**config.mk**
```make
export PLATFORM = sky130hd
export DESIGN_NAME = cpu_clock_controller
export DESIGN_NICKNAME = d
export VERILOG_FILES = /design/src/rtl/cpu_clock_controller.sv
export SDC_FILE = /design/constraint.sdc
export NUM_CORES = 1
export LEC_CHECK = 0
export ABC_AREA = 1
export BUFFER_PORTS_ARGS = -buffer_cell sky130_fd_sc_hd__buf_2
export CAP_MARGIN = 20
export CORE_MARGIN = 2
export CORE_UTILIZATION = 45
export DETAILED_ROUTE_END_ITERATION = 16
export PLACE_DENSITY_LB_ADDON = 0.2
export SYNTH_ARGS = -nofsm -noshare
export SYNTH_HDL_FRONTEND = slang
export SYNTH_SLANG_ARGS = --single-unit
export TNS_END_PERCENT = 100
```
**constraint.sdc**
```tcl
create_clock -name clk -period 2.45 [get_ports clk]
set_clock_uncertainty 0.05 [all_clocks]
set_input_delay 0.49 -clock clk [delete_from_list [all_inputs] [get_ports clk]]
set_output_delay 0.49 -clock clk [all_outputs]
set_load 0.03 [all_outputs]
```
**src/rtl/cpu_clock_controller.sv**
```systemverilog
// Run/halt/single-step clock-enable generator for the soft core.
// Produces one-cycle cpu_ce pulses free-running at a selectable period or on a debounced step press.
module cpu_clock_controller #(
    parameter int unsigned DEBOUNCE_CYCLES = 250_000,
    parameter int unsigned RATE0           = 1,
    parameter int unsigned RATE1           = 25_000,
    parameter int unsigned RATE2           = 2_500_000,
    parameter int unsigned RATE3           = 25_000_000
) (
    input  logic        clk,
    input  logic        rst_n,
    input  logic        run_req,
    input  logic        step_btn,
    input  logic        halt_req,
    input  logic [1:0]  rate_sel,
    output logic        cpu_ce,
    output logic        running,
    output logic        halt_lock,
    output logic        cpu_clk_vis,
    output logic [31:0] tick_count
);

    localparam int unsigned MAX_01   = (RATE0 > RATE1) ? RATE0 : RATE1;
    localparam int unsigned MAX_23   = (RATE2 > RATE3) ? RATE2 : RATE3;
    localparam int unsigned MAX_RATE = (MAX_01 > MAX_23) ? MAX_01 : MAX_23;
    localparam int unsigned CNT_W    = (MAX_RATE > 1) ? $clog2(MAX_RATE) : 1;
    localparam int unsigned DB_W     = (DEBOUNCE_CYCLES > 1) ? $clog2(DEBOUNCE_CYCLES) : 1;

    typedef enum logic [1:0] {
        S_HALT = 2'd0,
        S_RUN  = 2'd1,
        S_STEP = 2'd2
    } state_t;

    state_t state;
    state_t state_nxt;

    logic             run_p0;
    logic             run_s;
    logic             step_p0;
    logic             step_s;
    logic             step_db;
    logic             step_db_p1;
    logic             step_ev;
    logic [DB_W-1:0]  db_cnt;

    logic [CNT_W-1:0] div_cnt;
    logic [CNT_W-1:0] period_m1;
    logic [31:0]      tick_reg;

    logic             ce_nxt;
    logic             running_nxt;
    logic             lock_nxt;
    logic             enter_run;
    logic             wrap;

    // Period minus one, so the divider compares directly against its own count.
    function automatic logic [CNT_W-1:0] rate_m1(input logic [1:0] sel);
        logic [CNT_W-1:0] r;
        case (sel)
            2'd0:    r = CNT_W'(RATE0 - 1);
            2'd1:    r = CNT_W'(RATE1 - 1);
            2'd2:    r = CNT_W'(RATE2 - 1);
            default: r = CNT_W'(RATE3 - 1);
        endcase
        return r;
    endfunction

    // Stage p0 -> s: two-flop synchronizers for the asynchronous board inputs
    always_ff @(posedge clk or negedge rst_n) begin
        if (!rst_n) begin
            run_p0  <= 1'b0;
            run_s   <= 1'b0;
            step_p0 <= 1'b0;
            step_s  <= 1'b0;
        end else begin
            run_p0  <= run_req;
            run_s   <= run_p0;
            step_p0 <= step_btn;
            step_s  <= step_p0;
        end
    end

    // Debounce: accept a new level only after DEBOUNCE_CYCLES consecutive disagreeing cycles
    always_ff @(posedge clk or negedge rst_n) begin
        if (!rst_n) begin
            db_cnt     <= '0;
            step_db    <= 1'b0;
            step_db_p1 <= 1'b0;
            step_ev    <= 1'b0;
        end else begin
            if (step_s == step_db) begin
                db_cnt <= '0;
            end else if (db_cnt == DB_W'(DEBOUNCE_CYCLES - 1)) begin
                db_cnt  <= '0;
                step_db <= step_s;
            end else begin
                db_cnt <= db_cnt + 1'b1;
            end
            step_db_p1 <= step_db;
            step_ev    <= step_db & ~step_db_p1;
        end
    end

    always_ff @(posedge clk or negedge rst_n) begin
        if (!rst_n) begin
            state <= S_HALT;
        end else begin
            state <= state_nxt;
        end
    end

    // A step event beats a run request when both are pending in HALT.
    always_comb begin
        state_nxt = state;
        case (state)
            S_HALT: begin
                if (step_ev) begin
                    state_nxt = S_STEP;
                end else if (run_s && !halt_lock) begin
                    state_nxt = S_RUN;
                end
            end
            S_RUN: begin
                if (halt_req || !run_s) begin
                    state_nxt = S_HALT;
                end
            end
            S_STEP:  state_nxt = S_HALT;
            default: state_nxt = S_HALT;
        endcase
    end

    // cpu_ce is registered alongside the state, so it is high exactly while in STEP or on a RUN wrap.
    always_comb begin
        enter_run   = (state != S_RUN) && (state_nxt == S_RUN);
        wrap        = (state == S_RUN) && (div_cnt == period_m1);
        ce_nxt      = (state_nxt == S_STEP) || (wrap && (state_nxt == S_RUN));
        running_nxt = (state_nxt == S_RUN);
        lock_nxt    = halt_lock;
        if (halt_req) begin
            lock_nxt = 1'b1;
        end else if (!run_s) begin
            lock_nxt = 1'b0;
        end
    end

    // Divider: rate_sel is only sampled on RUN entry or at a period wrap
    always_ff @(posedge clk or negedge rst_n) begin
        if (!rst_n) begin
            div_cnt   <= '0;
            period_m1 <= '0;
        end else if (enter_run || wrap) begin
            div_cnt   <= '0;
            period_m1 <= rate_m1(rate_sel);
        end else if (state == S_RUN) begin
            div_cnt <= div_cnt + 1'b1;
        end
    end

    always_ff @(posedge clk or negedge rst_n) begin
        if (!rst_n) begin
            cpu_ce      <= 1'b0;
            running     <= 1'b0;
            halt_lock   <= 1'b0;
            cpu_clk_vis <= 1'b0;
            tick_reg    <= '0;
        end else begin
            cpu_ce      <= ce_nxt;
            running     <= running_nxt;
            halt_lock   <= lock_nxt;
            cpu_clk_vis <= cpu_clk_vis ^ ce_nxt;
            tick_reg    <= tick_reg + {31'b0, ce_nxt};
        end
    end

    assign tick_count = tick_reg;

endmodule

```
# Yosys cells after proc, flatten, opt, wreduce, memory -nomap -nowiden
# Cells that the tools add are included.
dict set report totals {
  register_bits 113
  in_bits 7
  out_inout_bits 36
  elab_cells 57
}
dict set report classes {
  add_sub_neg 3
  n_eq_ne 10
  muxes 11
  bitwise_logic 4
  reduce_logical 13
}
# cell count
set ops {}
lappend ops {{25-bit one-hot mux with 3 select lines} 1}
lappend ops {{25-bit 2-to-1 mux} 2}
lappend ops {{18-bit 2-to-1 mux} 2}
lappend ops {{32-bit by 1-bit adder with 32-bit output} 1}
lappend ops {{25-bit by 1-bit adder with 25-bit output, second input constant} 1}
lappend ops {{25-bit == test} 1}
lappend ops {{18-bit by 1-bit adder with 18-bit output, second input constant} 1}
lappend ops {{18-bit == test, second input constant} 1}
lappend ops {{2-bit by 1-bit == test with 1-bit output, second input constant} 3}
lappend ops {{2-bit 2-to-1 mux} 3}
lappend ops {{2-bit == test, second input constant} 2}
lappend ops {{1-bit logical AND} 4}
lappend ops {{2-bit zero test} 2}
lappend ops {{2-bit one-hot mux with 2 select lines} 1}
lappend ops {{1-bit logical OR} 3}
lappend ops {{1-bit zero test} 2}
lappend ops {{1-bit 2-to-1 mux} 2}
lappend ops {{2-bit by 1-bit != test with 1-bit output, second input constant} 1}
lappend ops {{2-bit != test, second input constant} 1}
lappend ops {{1-bit NOT} 2}
lappend ops {{2-bit AND reduction} 1}
lappend ops {{2-bit nonzero test} 1}
lappend ops {{1-bit AND} 1}
lappend ops {{1-bit == test} 1}
lappend ops {{1-bit XOR} 1}

# Logic depth before layout (Yosys ltp)
dict set report depth {
  depth_word 9
  ltp_mapped 16
  ltp_nobuf 16
}

# Worst setup path after synthesis
# No wires, ideal clock.
dict set report synth_path {
  path_kind {reg2reg}
  from {register state[1]}
  to {register tick_reg[24] (netlist: tick_count[24])}
  setup_ns 0.080
  arrival_ns 2.166
  required_time_ns 2.320
  slack_ns 0.154
  path_stages_with_launch 15
  path_buffers 1
  synth_period_minus_slack_ns 2.296
  cell_sequence {dfrtp_1 -> nor2_2 -> buf_4 -> inv_2 -> o21ai_0 -> nand4_1 -> nand2_1 -> ha_1 -> inv_1 -> nor2_8 -> nand3_4 -> nor3b_4 -> nand2_2 -> nor2_2 -> xor2_1}
}
dict set report synth_between {
  word_cells_on_any_way 12
  cone_classes {add/sub: 1; eq/ne: 3; mux: 4; reduce/logical: 4}
}
# item line
set synth_lines {}
lappend synth_lines {{from (decl)} 35} ;# state_t state;
lappend synth_lines {{from (signal assigned)} 109} ;# state <= state_nxt;
lappend synth_lines {{2-bit by 1-bit == test with 1-bit output or 2-bit zero test (tied branches)} 116} ;# case (state)
lappend synth_lines {{2-bit one-hot mux with 2 select lines (*)} 116}
lappend synth_lines {{net state_nxt[0]} 36} ;# state_t state_nxt;
lappend synth_lines {{2-bit by 1-bit == test with 1-bit output} 138} ;# ce_nxt = (state_nxt == S_STEP) || (wrap && (state_nxt == S_RUN));
lappend synth_lines {{1-bit logical AND} 138}
lappend synth_lines {{1-bit logical OR (*)} 138}
lappend synth_lines {{net ce_nxt} 51} ;# logic ce_nxt;
lappend synth_lines {{32-bit by 1-bit adder with 32-bit output (*)} 173} ;# tick_reg <= tick_reg + {31'b0, ce_nxt};
lappend synth_lines {{to (signal assigned)} 173}
lappend synth_lines {{to (decl)} 49} ;# logic [31:0] tick_reg;
# Mark *: on every way through the listed nets, which the timed path passes. The rest lies on a longest branch.
# A chain may end at the register's enable or synchronous reset.

# Final worst setup path
dict set report layout_path {
  from {register state[0]}
  to {register tick_reg[24] (netlist: tick_count[24])}
}
dict set report layout_between {
  elab_chain_len 7
  word_cells_on_any_way 12
  cone_classes {add/sub: 1; eq/ne: 3; mux: 4; reduce/logical: 4}
}
# item line
set layout_lines {}
lappend layout_lines {{2-bit 2-to-1 mux} 120} ;# end else if (run_s && !halt_lock) begin
lappend layout_lines {{2-bit 2-to-1 mux} 118} ;# if (step_ev) begin
lappend layout_lines {{2-bit one-hot mux with 2 select lines (*)} 116}
lappend layout_lines {{net state_nxt[0]} 36}
lappend layout_lines {{2-bit by 1-bit == test with 1-bit output} 138}
lappend layout_lines {{1-bit logical AND} 138}
lappend layout_lines {{1-bit logical OR (*)} 138}
lappend layout_lines {{net ce_nxt} 51}
lappend layout_lines {{32-bit by 1-bit adder with 32-bit output (*)} 173}
# Marks and branches as above.

==> run metrics <==
Worst Path Buf+Inv 1; Top delay family on crit path simple AND/OR/NAND/NOR gates; Static Leak around 3 nW; die width between 100 and 150 um; CTS max path bufs 2; post-synthesis simple-gate area fraction 0.301; library cells used by synthesis 34; Max Transition Viols Final 0; DR iter-0 viols ~290; Final Hold Fails 0; Power Density approximately 500 nW/um^2; latest clock arrival within the worst-skew pair between 0.3 and 0.4 ns; Max Clk Rate 404 MHz; first-pass GRT wire length ~20,000 um; CP endpoint kind flop; P_int 2.17 mW; Mapped Nets 612; placed instance area around 5600 um^2; fin crit share 1.01; final worst slack -0.0253 ns; layout cells sized above 1 0.223; Tmin final between 2 and 2.5 ns; DP HPWL 8690 um; antenna violations before repair 0; combinational share of power 0.087; Net Switching 0.772 mW; final setup fails 2; Ant. Diodes 0; largest net degree at the start of global routing 43; total gr overflow 0; CP Launch Type flop; fraction of the mapped netlist area in compound gates 0.0367; synthesized area per cell 8.17 um^2; max-capacitance violation count 0; CTS buffer count 9; Final Instance Area 6010 um^2; Crit Path Max Fanout 4; die area roughly 12,000 um^2; gr usage total 0.219; Synth Area in Adders 0.0205; Max VDD drop just over 0.0003 V; Routed Antenna Nets 0; leading area contributor after synthesis dfrtp_1; dominant cells by area after synthesis dfrtp_1 48%, nand2_1 11%, nor2_1 7.9%; relative slew slack 0.637; Ys Warns 0; Hold Slack roughly 0.032 ns; drt pass-1 iters 5; Post-Route WL ~12,000 um; critical setup path kind reg2reg; post-synthesis sequential area ratio 0.482; most frequent cells in the layout 135 x nand2_1, 95 x nor2_1, 94 x dfrtp_1; Flop pwr share 0.554; Cell Rows 38; IO Port Bufs 42; synthesized area 4880 um^2; core box area between 10,000 and 15,000 um^2; Sw Share 0.262; vias in the first global route approximately 4,100; critical path arrival roughly 2.7 ns; Largest stage delay, worst path about 0.4 ns; TNS Setup -0.0291 ns; RSZ-0062 raised after global routing true; vias roughly 4,300; commonest non-fill, non-tap cell in the layout nand2_1; Initial Util 0.456; Final Util 0.562; Critical Path RT between 2 and 3 ns; worst path cell trace nor2_1 -> nand4_1 -> o21ai_0 -> nand4_1 -> nand2_2 -> ha_4 -> inv_4 -> nor2_8 -> nand3_4 -> nor3b_4 -> nand2_2 -> nor2_2 -> xor2_1; H-tree levels 3; Yosys reg bits 94; failing checks setup timing; HP Class in2async; io pins 43; Mapped Cells approximately 600; largest family of logic cells by synthesized area simple AND/OR/NAND/NOR gates; fillers between 900 and 1,000; drt drc 0; mux contribution to synthesized area 0.00231; clock net sink count 94; Vias/cell 5.01; post-layout net count 720; Synth top area share 0.482; area delta synth->final 23.2%; clk slew on worst S/H paths 0.09 ns; Slowest-stage cell, CP dfrtp_1; GPL Wtd Cong ~0.94; Clk pwr share 0.359; CTS Root Buffer Type clkbuf_8; outcome finished, violations left; worst slew pin tran 0.544 ns; dpl ws -0.230 ns; CTS tree yes; wire per inst ~14 um; die height roughly 110 um; Synth Area in XOR/XNOR 0.0916
cells in the mapped netlist:
master      n
nand2_1   139
nor4_2      1
nor2_8      1
o21ai_0    16
nand3_1    32
mux2_2      1
inv_2       1
nor2_2      4
buf_4       3
o21bai_1    1
nor2_1    102
nand4_1    19
nor3_2      1
o211a_1     1
o21ai_2     1
and3_1      1
nor4_1      2
dfrtp_1    94
xnor2_1    18
nor3b_4     1
buf_6       2
nand3b_1    1
xor2_1     33
inv_1      69
nor3_1     25
a21oi_1    10
a31oi_1     1
nand2_2     3
ha_1        8
nor2_4      1
buf_2       2
nand3_4     1
a31o_2      1
o21a_1      1
logic make-up after synthesis:
kind of cell,Yosys count
and+or+nand+nor,334
xor gates and xnor gates,51
AOI/OAI and AO/OA,32
DFF,94
muxes,1
buffers and inverters,77
adders and majority gates,8
power groups by stage:
stage                     Clock (mW)  Sequential [mW]  Combinational, mW
final                           1.06             1.63              0.255
after global routing            1.15             1.64              0.291
after CTS                       1.07             1.63              0.256
after detailed placement           0             1.66              0.246
after global placement             0             1.66              0.241
after floorplan                    0             1.66              0.136
cell type report:
class | instances | area (um^2) | area share
inverters | 70 | 265 | 0.0441
well taps | 140 | 175 | 0.0291
multi-input cells | 426 | 2310 | 0.385
clock buffers | 13 | 179 | 0.0298
repair buffers | 104 | 698 | 0.116
clock inverters | 3 | 25.0 | 0.00416
flip-flops and latches | 94 | 2350 | 0.391
final timing paths:
kind                                   to  startpoint  cells past startpoint  slack [ns]
max                        tick_count[24]    state[0]                     13       -0.03
min                         period_m1[17]       rst_n                      1        0.03
max reg2reg                tick_count[24]    state[0]                     13       -0.03
min reg2reg                         run_s      run_p0                      0        0.31
max in group asynchronous      div_cnt[7]       rst_n                      2        1.69
min in group clk                  step_p0    step_btn                      1        0.17
through the flow:
step	total power [mW]	cells
floorplan	1.79	597
global placement	1.90	816
detailed placement	1.91	816
CTS	2.96	845
global route	3.07	850
finish	2.94	850
worst reg2reg max path, cell delays in order, from the launching register on:
cell and delay, ns:
dfrtp_1 0.41, nor2_1 0.17, nand4_1 0.15, o21ai_0 0.18
nand4_1 0.21, nand2_2 0.15, ha_4 0.16, inv_4 0.05
nor2_8 0.11, nand3_4 0.10, nor3b_4 0.29, nand2_2 0.11
nor2_2 0.13, xor2_1 0.15
state kept, by name, summed over array words and instances (netlist names):
signal / flops
cpu_ce: 1
cpu_clk_vis: 1
db_cnt: 18
div_cnt: 25
halt_lock: 1
period_m1: 6
run_p0: 1
run_s: 1
running: 1
state: 2
step_db: 1
step_db_p1: 1
step_ev: 1
step_p0: 1
step_s: 1
tick_count: 32
metal layers:
metal | routed length, um | global-route usage
met4 | 218 | 0.0723
met3 | 489 | 0.0301
met5 | 0 | 0
met1 | 5690 | 0.313
met2 | 5650 | 0.345
repair_timing:
item                       CTS  global route
setup buffers               13             9
pin swaps                    9            20
resized for setup            8            23
setup endpoints to repair   16            25
hold buffers                 0             0
(Power assumes the default switching activity.)
